--- config.mk ---
export PLATFORM = sky130hd
export DESIGN_NAME = pll_frac_ssc_ctrl
export DESIGN_NICKNAME = d
export VERILOG_FILES = /design/src/rtl/pll_frac_ssc_ctrl.sv
export SDC_FILE = /design/constraint.sdc
export NUM_CORES = 1
export LEC_CHECK = 0
export BUFFER_PORTS_ARGS = -buffer_cell sky130_fd_sc_hd__clkbuf_2
export CORE_ASPECT_RATIO = 2
export CORE_MARGIN = 2
export CORE_UTILIZATION = 54
export DETAILED_ROUTE_END_ITERATION = 10
export GPL_ROUTABILITY_DRIVEN = 0
export GPL_TIMING_DRIVEN = 0
export PLACE_DENSITY = 0.76
export REMOVE_ABC_BUFFERS = 1
export SYNTH_ARGS = -nofsm -noshare
export SYNTH_HDL_FRONTEND = slang
export SYNTH_SLANG_ARGS = --single-unit
--- constraint.sdc ---
create_clock -name clk_i -period 7.5 [get_ports clk_i]
set_input_delay 1.875 -clock clk_i [delete_from_list [all_inputs] [get_ports clk_i]]
set_output_delay 1.875 -clock clk_i [all_outputs]
set_load 0.05 [all_outputs]
--- src/rtl/pll_frac_ssc_ctrl.sv ---
// Fractional-N feedback-divider controller: MASH-1/1-1/1-1-1 sigma-delta with an optional
// triangular spread-spectrum frequency offset, included only when PLL_SSC_EN is defined.
module pll_frac_ssc_ctrl #(
  parameter int RATIO_W   = 10,
  parameter int FRAC_W    = 24,
  parameter int SSC_CNT_W = 9
) (
  input  logic                 clk_i,
  input  logic                 rst_ni,
  input  logic                 en_i,
  input  logic [RATIO_W-1:0]   ratio_i,
  input  logic [FRAC_W-1:0]    fraction_i,
  input  logic [1:0]           mash_order_i,
  input  logic                 ssc_en_i,
  input  logic [SSC_CNT_W-1:0] ssc_cyc_to_peak_m1_i,
  input  logic [FRAC_W-1:0]    ssc_frac_step_i,
  output logic [RATIO_W:0]     div_o,
  output logic                 div_valid_o,
  output logic                 ssc_active_o,
  output logic                 ssc_dir_o
);
  localparam int FW_W = RATIO_W + FRAC_W;
  localparam int DS_W = RATIO_W + 2;

  typedef enum logic [1:0] {IDLE, RUN_DN, RUN_UP} state_t;
  state_t state_reg, state_next;

  logic [RATIO_W-1:0] ratio_reg;
  logic [FRAC_W-1:0]  fraction_reg;
  logic [1:0]         mash_reg;
  logic [FRAC_W-1:0]  acc1_reg, acc2_reg, acc3_reg;
  logic               c2_d_reg, c3_d_reg, c3_dd_reg;
  logic [RATIO_W:0]   div_reg;
  logic               valid_reg;

  logic [FW_W-1:0]    off;
  logic               ssc_turn;

`ifdef PLL_SSC_EN
  logic                 ssc_en_reg;
  logic [SSC_CNT_W-1:0] cyc_m1_reg, cnt_reg;
  logic [FRAC_W-1:0]    step_reg;
  logic [FW_W-1:0]      off_reg, off_next, step_ext;
  logic [FW_W:0]        off_add;

  assign off      = off_reg;
  assign ssc_turn = (cnt_reg == cyc_m1_reg);
  assign step_ext = {{RATIO_W{1'b0}}, step_reg};

  // Offset saturates high while ramping down and clamps at zero while ramping up.
  always_comb begin
    off_add  = {1'b0, off_reg} + {1'b0, step_ext};
    off_next = off_reg;
    if (ssc_en_reg) begin
      if (state_reg == RUN_DN)
        off_next = off_add[FW_W] ? '1 : off_add[FW_W-1:0];
      else
        off_next = (off_reg >= step_ext) ? off_reg - step_ext : '0;
    end
  end

  always_ff @(posedge clk_i or negedge rst_ni) begin
    if (!rst_ni) begin
      ssc_en_reg <= 1'b0;
      cyc_m1_reg <= '0;
      step_reg   <= '0;
      off_reg    <= '0;
      cnt_reg    <= '0;
    end else if (state_reg == IDLE) begin
      off_reg <= '0;
      cnt_reg <= '0;
      if (en_i) begin
        ssc_en_reg <= ssc_en_i;
        cyc_m1_reg <= ssc_cyc_to_peak_m1_i;
        step_reg   <= ssc_frac_step_i;
      end
    end else if (!en_i) begin
      off_reg <= '0;
      cnt_reg <= '0;
    end else begin
      off_reg <= off_next;
      cnt_reg <= ssc_turn ? '0 : cnt_reg + SSC_CNT_W'(1);
    end
  end

  assign ssc_active_o = ssc_en_reg && (state_reg != IDLE);
  assign ssc_dir_o    = (state_reg == RUN_UP);
`else
  logic unused_ssc;
  assign unused_ssc   = ^{ssc_en_i, ssc_cyc_to_peak_m1_i, ssc_frac_step_i};
  assign off          = '0;
  assign ssc_turn     = 1'b0;
  assign ssc_active_o = 1'b0;
  assign ssc_dir_o    = 1'b0;
`endif

  logic [FW_W-1:0]   base, fw;
  logic [FRAC_W:0]   sum1, sum2, sum3;
  logic [3:0]        corr;
  logic [DS_W-1:0]   div_sum;
  logic [RATIO_W:0]  div_next;

  always_comb begin
    base = {ratio_reg, fraction_reg};
    fw   = (base >= off) ? base - off : '0;
    sum1 = {1'b0, acc1_reg} + {1'b0, fw[FRAC_W-1:0]};
    sum2 = {1'b0, acc2_reg} + {1'b0, sum1[FRAC_W-1:0]};
    sum3 = {1'b0, acc3_reg} + {1'b0, sum2[FRAC_W-1:0]};
    // 4-bit two's-complement is enough for the -3..+4 noise-shaped correction.
    case (mash_reg)
      2'd1:    corr = {3'b0, sum1[FRAC_W]};
      2'd2:    corr = {3'b0, sum1[FRAC_W]} + {3'b0, sum2[FRAC_W]} - {3'b0, c2_d_reg};
      2'd3:    corr = {3'b0, sum1[FRAC_W]} + {3'b0, sum2[FRAC_W]} - {3'b0, c2_d_reg}
                    + {3'b0, sum3[FRAC_W]} - {2'b0, c3_d_reg, 1'b0} + {3'b0, c3_dd_reg};
      default: corr = 4'd0;
    endcase
    div_sum = {2'b00, fw[FW_W-1:FRAC_W]} + {{(DS_W-4){corr[3]}}, corr};
    // A non-negative sum always fits RATIO_W+1 bits, so only the low clamp is needed.
    if (div_sum[DS_W-1] || (div_sum == '0))
      div_next = {{RATIO_W{1'b0}}, 1'b1};
    else
      div_next = div_sum[RATIO_W:0];
  end

  always_comb begin
    state_next = state_reg;
    case (state_reg)
      IDLE:    if (en_i) state_next = RUN_DN;
      RUN_DN:  if (!en_i) state_next = IDLE; else if (ssc_turn) state_next = RUN_UP;
      RUN_UP:  if (!en_i) state_next = IDLE; else if (ssc_turn) state_next = RUN_DN;
      default: state_next = IDLE;
    endcase
  end

  always_ff @(posedge clk_i or negedge rst_ni) begin
    if (!rst_ni) begin
      state_reg    <= IDLE;
      ratio_reg    <= '0;
      fraction_reg <= '0;
      mash_reg     <= '0;
      acc1_reg     <= '0;
      acc2_reg     <= '0;
      acc3_reg     <= '0;
      c2_d_reg     <= 1'b0;
      c3_d_reg     <= 1'b0;
      c3_dd_reg    <= 1'b0;
      div_reg      <= '0;
      valid_reg    <= 1'b0;
    end else begin
      state_reg <= state_next;
      if ((state_reg == IDLE) || !en_i) begin
        acc1_reg  <= '0;
        acc2_reg  <= '0;
        acc3_reg  <= '0;
        c2_d_reg  <= 1'b0;
        c3_d_reg  <= 1'b0;
        c3_dd_reg <= 1'b0;
        div_reg   <= '0;
        valid_reg <= 1'b0;
        if ((state_reg == IDLE) && en_i) begin
          ratio_reg    <= ratio_i;
          fraction_reg <= fraction_i;
          mash_reg     <= mash_order_i;
        end
      end else begin
        acc1_reg  <= sum1[FRAC_W-1:0];
        acc2_reg  <= sum2[FRAC_W-1:0];
        acc3_reg  <= sum3[FRAC_W-1:0];
        c2_d_reg  <= sum2[FRAC_W];
        c3_d_reg  <= sum3[FRAC_W];
        c3_dd_reg <= c3_d_reg;
        div_reg   <= div_next;
        valid_reg <= 1'b1;
      end
    end
  end

  assign div_o       = div_reg;
  assign div_valid_o = valid_reg;
endmodule

---- Word-level counts from Yosys, hierarchy flattened ----
Cells that the tools add are included.
cells by class
  shift operators ......................... 0
  multiply operators ...................... 0
  mux-type cells .......................... 14
  $lt $le $gt $ge ......................... 1
  equality and inequality tests ........... 7
  reduce and logical (&&, ||, !) cells .... 9
  div/mod/pow operators ................... 0
  bitwise logic cells ..................... 0
  add/subtract/negate cells ............... 9
operators with widths
  operator             count
  $add 24x24->25       3
  $mux 24              3
  $ge 34x1->1 const B  1
  $mux 34              1
  $mux 11              2
  $add 11x4->12        1
  $logic_not 12->1     1
  $pmux 4 s3           1
  $eq 2x2->1 const B   3
  $add 3x2->4          1
  $add 4x1->4          1
  $eq 2x1->1 const B   2
  $mux 1               4
  $mux 2               2
  $ne 2x2->1 const B   2
  $pmux 2 s2           1
  $reduce_and 2->1     2
  $sub 4x2->4          1
  $sub 2x1->3          1
  $add 1x1->2          1
  $logic_not 2->1      1
  $logic_or 1x1->1     2
  $reduce_or 2->1      1
  $logic_and 1x1->1    1
  $logic_not 1->1      1
storage, ports and cells
  bits in read-only memories .............. 0
  latch bits .............................. 0
  RAM bits ................................ 0
  bits of input ports ..................... 73
  memories ................................ 0
  register bits after elaboration ......... 125

---- Logic depth before layout (Yosys ltp) ----
  depth after elaboration ................. 15
  mapped depth ............................ 41

---- Worst setup path before layout ----
OpenSTA, ideal clock, no wires.
  path kind ............................... reg-to-reg
  from .................................... register fraction_reg[6]
  to ...................................... register div_reg[0], in the netlist div_o[0]
  data required time ...................... 7399 ps
  buffers on the path ..................... 0
  cell stages (with the launch flop) ...... 35
  slack ................................... -216 ps
  arrival ................................. 7615 ps
  path through ............................ dfrtp_1 ha_1 a21o_1 a221o_1 and2_1 or3_1 a21oi_2 o21ai_1 a41oi_1 nand4_1 ha_1 a2111o_1 nor2_1 nor2_1 o2111a_1 a311o_1 xor2_1 ha_1 nand3_1 nand2_1 a21o_1 a221o_1 fa_1 mux2i_1 o21ai_0 a41o_1 ha_1 fa_1 a21oi_1 nand2b_1 o22a_1 xnor2_1 nor3_1 nand4_1 o32ai_1
on the way
  cells in the longest elaborated chain, start to end .. 15
  elaborated cells on any way between the ends .. 16
  those cells by class .................... add/sub (9); order compare (1); mux (4); reduce/logical (2)
RTL lines
  element                                                                 line  text
  start: declaration                                                      29    logic [FRAC_W-1:0] fraction_reg;
  start signal: assignment                                                162   fraction_reg <= fraction_i;
  $ge 34x1->1                                                             105   fw = (base >= off) ? base - off : '0;
  $mux 34 (*)                                                             105
  parallel branches: the longest is 8 deep, another holds $add 24x24->25  n/a
  $add 11x4->12 (*)                                                       117   div_sum = {2'b00, fw[FW_W-1:FRAC_W]} + {{(DS_W-4){corr[3]}}, corr};
  $logic_not 12->1                                                        119   if (div_sum[DS_W-1] || (div_sum == '0))
  $logic_or 1x1->1                                                        119
  $mux 11 (*)                                                             119
  $mux 11 (*)                                                             151   if ((state_reg == IDLE) || !en_i) begin
  end signal: assignment                                                  172   div_reg <= div_next;
  end: declaration                                                        33    logic [RATIO_W:0] div_reg;
Mark *: on every way between the ends.
A chain may end at the register's enable or synchronous reset.

---- Final worst setup path ----
  from .................................... register acc1_reg[6]
  to ...................................... register div_reg[0], in the netlist div_o[0]
on the way
  cells in the longest elaborated chain, start to end .. 13
  elaborated cells on any way between the ends .. 14
  those cells by class .................... add/sub (9); mux (3); reduce/logical (2)
RTL lines
  element                                                                 line  text
  start: declaration                                                      31    logic [FRAC_W-1:0] acc1_reg, acc2_reg, acc3_reg;
  start signal: assignment                                                166   acc1_reg <= sum1[FRAC_W-1:0];
  $add 24x24->25 (*)                                                      106   sum1 = {1'b0, acc1_reg} + {1'b0, fw[FRAC_W-1:0]};
  parallel branches: the longest is 6 deep, another holds $add 24x24->25  n/a
  $pmux 4 s3 (*)                                                          110   case (mash_reg)
  $add 11x4->12 (*)                                                       117
  $logic_not 12->1                                                        119
  $logic_or 1x1->1                                                        119
  $mux 11 (*)                                                             119
  $mux 11 (*)                                                             151
Marked as above.

==> results.md <==
STA:
- The final clock skew is 0.00893 ns.
- Setup repair after global routing could not meet its margin everywhere.
- The count of final hold-check violations is 0.
- Of the available clock period, the critical path in the final layout requires 1.07.
- The final setup TNS is -2.17 ns.
- In the post-route analysis, the smallest setup slack over all paths is -0.498 ns.
- Based on the critical path, the design can be clocked at up to 0.125 GHz.
- The worst path in the final design needs a cycle of 8.00 ns, including I/O delays and setup.
- The final-report max-slew violation count was 0.
- The pin slew with the least headroom to its limit is 1.03 ns.
- Setup violations remaining at the end of the flow were counted as 11.
- The worst slew margin relative to its limit is 0.306.

Routing:
- The detailed-route via count is 6547.
- The final routed DRC violation total is 0.
- The number of iterations in the first detailed-routing pass is 4.
- In this run the remaining antenna-violating nets after routing total 0.
- In the final routed layout, each cell accounts on average for 17.4 um.
- The average vias per placed instance is 5.86.
- The first routing iteration left 304 violations.
- Summed over all layers, the routed wires come to 19.4 mm.

Floorplanning:
- The die covers 16200 um^2.
- The total area inside the core boundary comes to 14800 um^2.
- The number of standard-cell rows in the floorplan is 63.
- The vertical die dimension is 178 um.
- The boundary pin count is 87.
- The initial utilization of the core area, before any placement, comes to 0.550.
- The die boundary width is 90.9 um.

Placed design:
- Counting tap cells, the placed design contains a total of 1052 instances.
- The quantity of I/O buffers inserted on ports is 50.
- The standard cell area after detailed placement is 8630 um^2.
- The detailed placement HPWL is 12.8 mm.
- Prior to clock tree synthesis, the placed netlist has a worst setup slack of -1.35 ns.

Cells and area:
- The finished layout holds 1117 standard cells, fillers aside.
- From synthesis to final layout, the design area changed by 21.6%.
- The final layout net count is 1076.
- The most common cell after layout, fill and taps aside is sky130_fd_sc_hd__dfrtp_1.
- In the final layout, the share of cells above drive strength 1 is 0.241.
- With fillers left out, the area of the finished cells amounts to 9920 um^2.
- In the layout the commonest cells are sky130_fd_sc_hd__dfrtp_1, sky130_fd_sc_hd__ha_1, sky130_fd_sc_hd__nor2_1, sky130_fd_sc_hd__clkbuf_2, sky130_fd_sc_hd__a21oi_1.
- 0 antenna diodes ended up in the layout.

Clock network:
- Clock tree synthesis inserted a total of 17 buffers.
- The tree is rooted in a sky130_fd_sc_hd__clkbuf_16.
- Counting along the longest clock path gives a buffer depth of 2.
- The clock drives 124 sinks.
- The clock tree from TritonCTS is done.
- The clock transition time at the flip-flop clock pins of the worst setup and hold paths is 0.05 ns.
- The hold-fix buffer count after cts is 0.
- The later pin in the worst-skew pair is clocked with a latency of 0.43 ns.
- The number of levels in the clock H-tree is 4.

Yosys:
- Yosys printed 0 warnings.
- In the synthesized netlist the async set-or-reset flop fraction comes to 1.00.
- The sequential cell area fraction in the yosys report is 0.380.
- In this run, synthesis inferred 0 flip-flops with an integrated enable.
- The number of different library cells used by synthesis comes to 67.
- The synthesized area per cell is 9.90 um^2.
- After synthesis the cells add up to 8160 um^2.
- The dominant synthesized flop cell is sky130_fd_sc_hd__dfrtp_1.
- Counting every instance in the synthesized netlist gives 824.
- The post-synthesis register bit count is 124.

Outcome:
- The flow ran to the end, but the final reports show violations.
- The final reports fail on setup timing.

GRT:
- The remaining global-route overflow is 0.
- Entering global routing, the biggest net connects 64 pins.
- In the global route stage, met1 resource usage came out at 0.240.
- In the global route stage, met3 resource usage came out at 0.0450.
- After global routing, the most crowded layer is met2.
- For met2 alone, demand over resource in global routing was 0.473.
- The wire length of the first global-routing pass is 31.4 mm.
- For this run, the total global-route usage over all layers was measured as 0.244.
- The initial antenna violation count is 0.
- The via count of the first global-routing pass is 6906.

Critical path:
- The data arrival time of the critical path is 8.31 ns.
- The depth of the most critical reg-to-reg path is 34.
- The category of the worst setup path launch point is a flip-flop.
- The worst setup path is captured at a flip-flop.
- The maximum fanout encountered on the critical timing path is 3.
- The worst endpoint required time is 7.81 ns.
- The dominant delay contributor by cell family on the critical path is compound AO/OA/AOI/OAI gates.
- The worst setup path is of the reg -> reg kind.
- The worst register-to-register path has a setup slack of -0.50 ns.
- The end of the worst register-to-register path is div_o[0].
- On the worst path, the slowest cell contributes a delay of 0.45 ns.
- The worst register-to-register path begins at acc1_reg[6].
- On the critical path, the stage with the largest delay is an instance of sky130_fd_sc_hd__fa_2.
- Together, buffers and inverters on the worst path number 0.

Min path:
- The type of the worst min-delay path is reg -> reg.
- The end point of the worst hold path is state_reg[0].
- Along the worst hold path, the cell count comes to 1.
- The worst hold path begins at state_reg[0].

Run:
- The number of max-cap violations is 0.
-- per-layer routing --
metal,vias to the layer above,wire (um)
li1,3114,-
met1,3218,7010
met2,165,11100
met3,50,628
met4,0,657
met5,-,0
-- timing repair --
item,4_1_cts,5_1_grt
pin swaps,40,25
resized for setup,49,30
endpoints found under the setup margin,11,11
setup buffers,21,13
-- cells in the mapped netlist, types with 2 or more instances --
cell,n,area share
sky130_fd_sc_hd__nand3b_1,3,0.0028
sky130_fd_sc_hd__o211ai_1,4,0.0037
sky130_fd_sc_hd__fa_1,6,0.015
sky130_fd_sc_hd__o31a_1,3,0.0032
sky130_fd_sc_hd__mux2_2,34,0.047
sky130_fd_sc_hd__a221o_1,2,0.0025
sky130_fd_sc_hd__a21o_1,28,0.026
sky130_fd_sc_hd__nor2b_1,9,0.0069
sky130_fd_sc_hd__o21a_1,16,0.015
sky130_fd_sc_hd__nand2_1,44,0.020
sky130_fd_sc_hd__ha_1,87,0.13
sky130_fd_sc_hd__a211oi_1,6,0.0055
sky130_fd_sc_hd__o21ai_0,32,0.020
sky130_fd_sc_hd__o211a_1,2,0.0025
sky130_fd_sc_hd__and3_1,7,0.0054
sky130_fd_sc_hd__a31oi_1,10,0.0077
sky130_fd_sc_hd__mux2i_1,8,0.0098
sky130_fd_sc_hd__and2_1,47,0.036
sky130_fd_sc_hd__and4_1,3,0.0032
sky130_fd_sc_hd__o21bai_1,3,0.0028
sky130_fd_sc_hd__o31ai_1,5,0.0046
sky130_fd_sc_hd__a21boi_1,3,0.0028
sky130_fd_sc_hd__a41oi_1,3,0.0032
sky130_fd_sc_hd__xor2_1,19,0.020
sky130_fd_sc_hd__o2111ai_1,2,0.0021
sky130_fd_sc_hd__o21ai_1,7,0.0043
sky130_fd_sc_hd__xnor2_1,43,0.046
sky130_fd_sc_hd__nor3b_1,2,0.0018
sky130_fd_sc_hd__nor3_1,18,0.011
sky130_fd_sc_hd__buf_2,2,0.0012
sky130_fd_sc_hd__nand4_1,9,0.0069
sky130_fd_sc_hd__or4_1,3,0.0028
sky130_fd_sc_hd__a21oi_1,54,0.033
sky130_fd_sc_hd__o2111a_1,3,0.0041
sky130_fd_sc_hd__nand3_1,10,0.0061
sky130_fd_sc_hd__nor2_1,70,0.032
sky130_fd_sc_hd__dfrtp_1,124,0.38
sky130_fd_sc_hd__or3_1,5,0.0038
sky130_fd_sc_hd__clkbuf_1,15,0.0069
sky130_fd_sc_hd__nand2b_1,13,0.010
sky130_fd_sc_hd__inv_1,32,0.015
sky130_fd_sc_hd__a2111o_1,2,0.0028
sky130_fd_sc_hd__buf_4,2,0.0018
-- area by class of cell --
class / instances / area, um^2
Clock buffer: 23 / 468
Clock inverter: 8 / 140
Timing Repair Buffer: 86 / 566
Multi-Input combinational cell: 647 / 5270
Inverter: 34 / 128
Tap cell: 195 / 244
Sequential cell: 124 / 3100
Fill cell: 1140 / 4900
-- kinds of logic after synthesis --
family,count (synthesis),synth area share
simple gates,245,0.151
compound gates,203,0.170
flops,124,0.380
fa+ha+maj,93,0.148
xor+xnor,62,0.0666
buf+inv,54,0.0261
mux,42,0.0568
other cells,1,0.000460
-- worst reg2reg max path: cells and delay by family (launching register included) --
kind	cells	cell delay, ns
AOI/OAI and AO/OA	15	3.48
xor gates and xnor gates	2	0.36
adders and majority gates	6	1.90
DFF	1	0.40
muxes	1	0.15
and+or+nand+nor	10	1.58
-- metrics by stage --
step / hold slack [ns] / utilization
2_1_floorplan: 0.469 / -
3_3_place_gp: 0.483 / 0.578
3_5_place_dp: 0.504 / 0.582
4_1_cts: 0.515 / 0.652
5_1_grt: 0.531 / 0.670
6_report: 0.510 / 0.670
-- worst max path at each step --
stage,cells past startpoint,startpoint,end,slack [ns]
3_5_place_dp,33,fraction_reg[6],div_o[0],-1.35
4_1_cts,36,acc1_reg[6],div_o[0],-0.36
3_3_place_gp,36,fraction_reg[0],div_o[0],-1.27
6_report,34,acc1_reg[6],div_o[0],-0.50
2_1_floorplan,34,fraction_reg[6],div_o[0],-0.22
5_1_grt,35,fraction_reg[8],div_o[0],-0.82
Power is not shown: default switching activity piles up to over one toggle a cycle in this logic, so the estimate is an artifact.
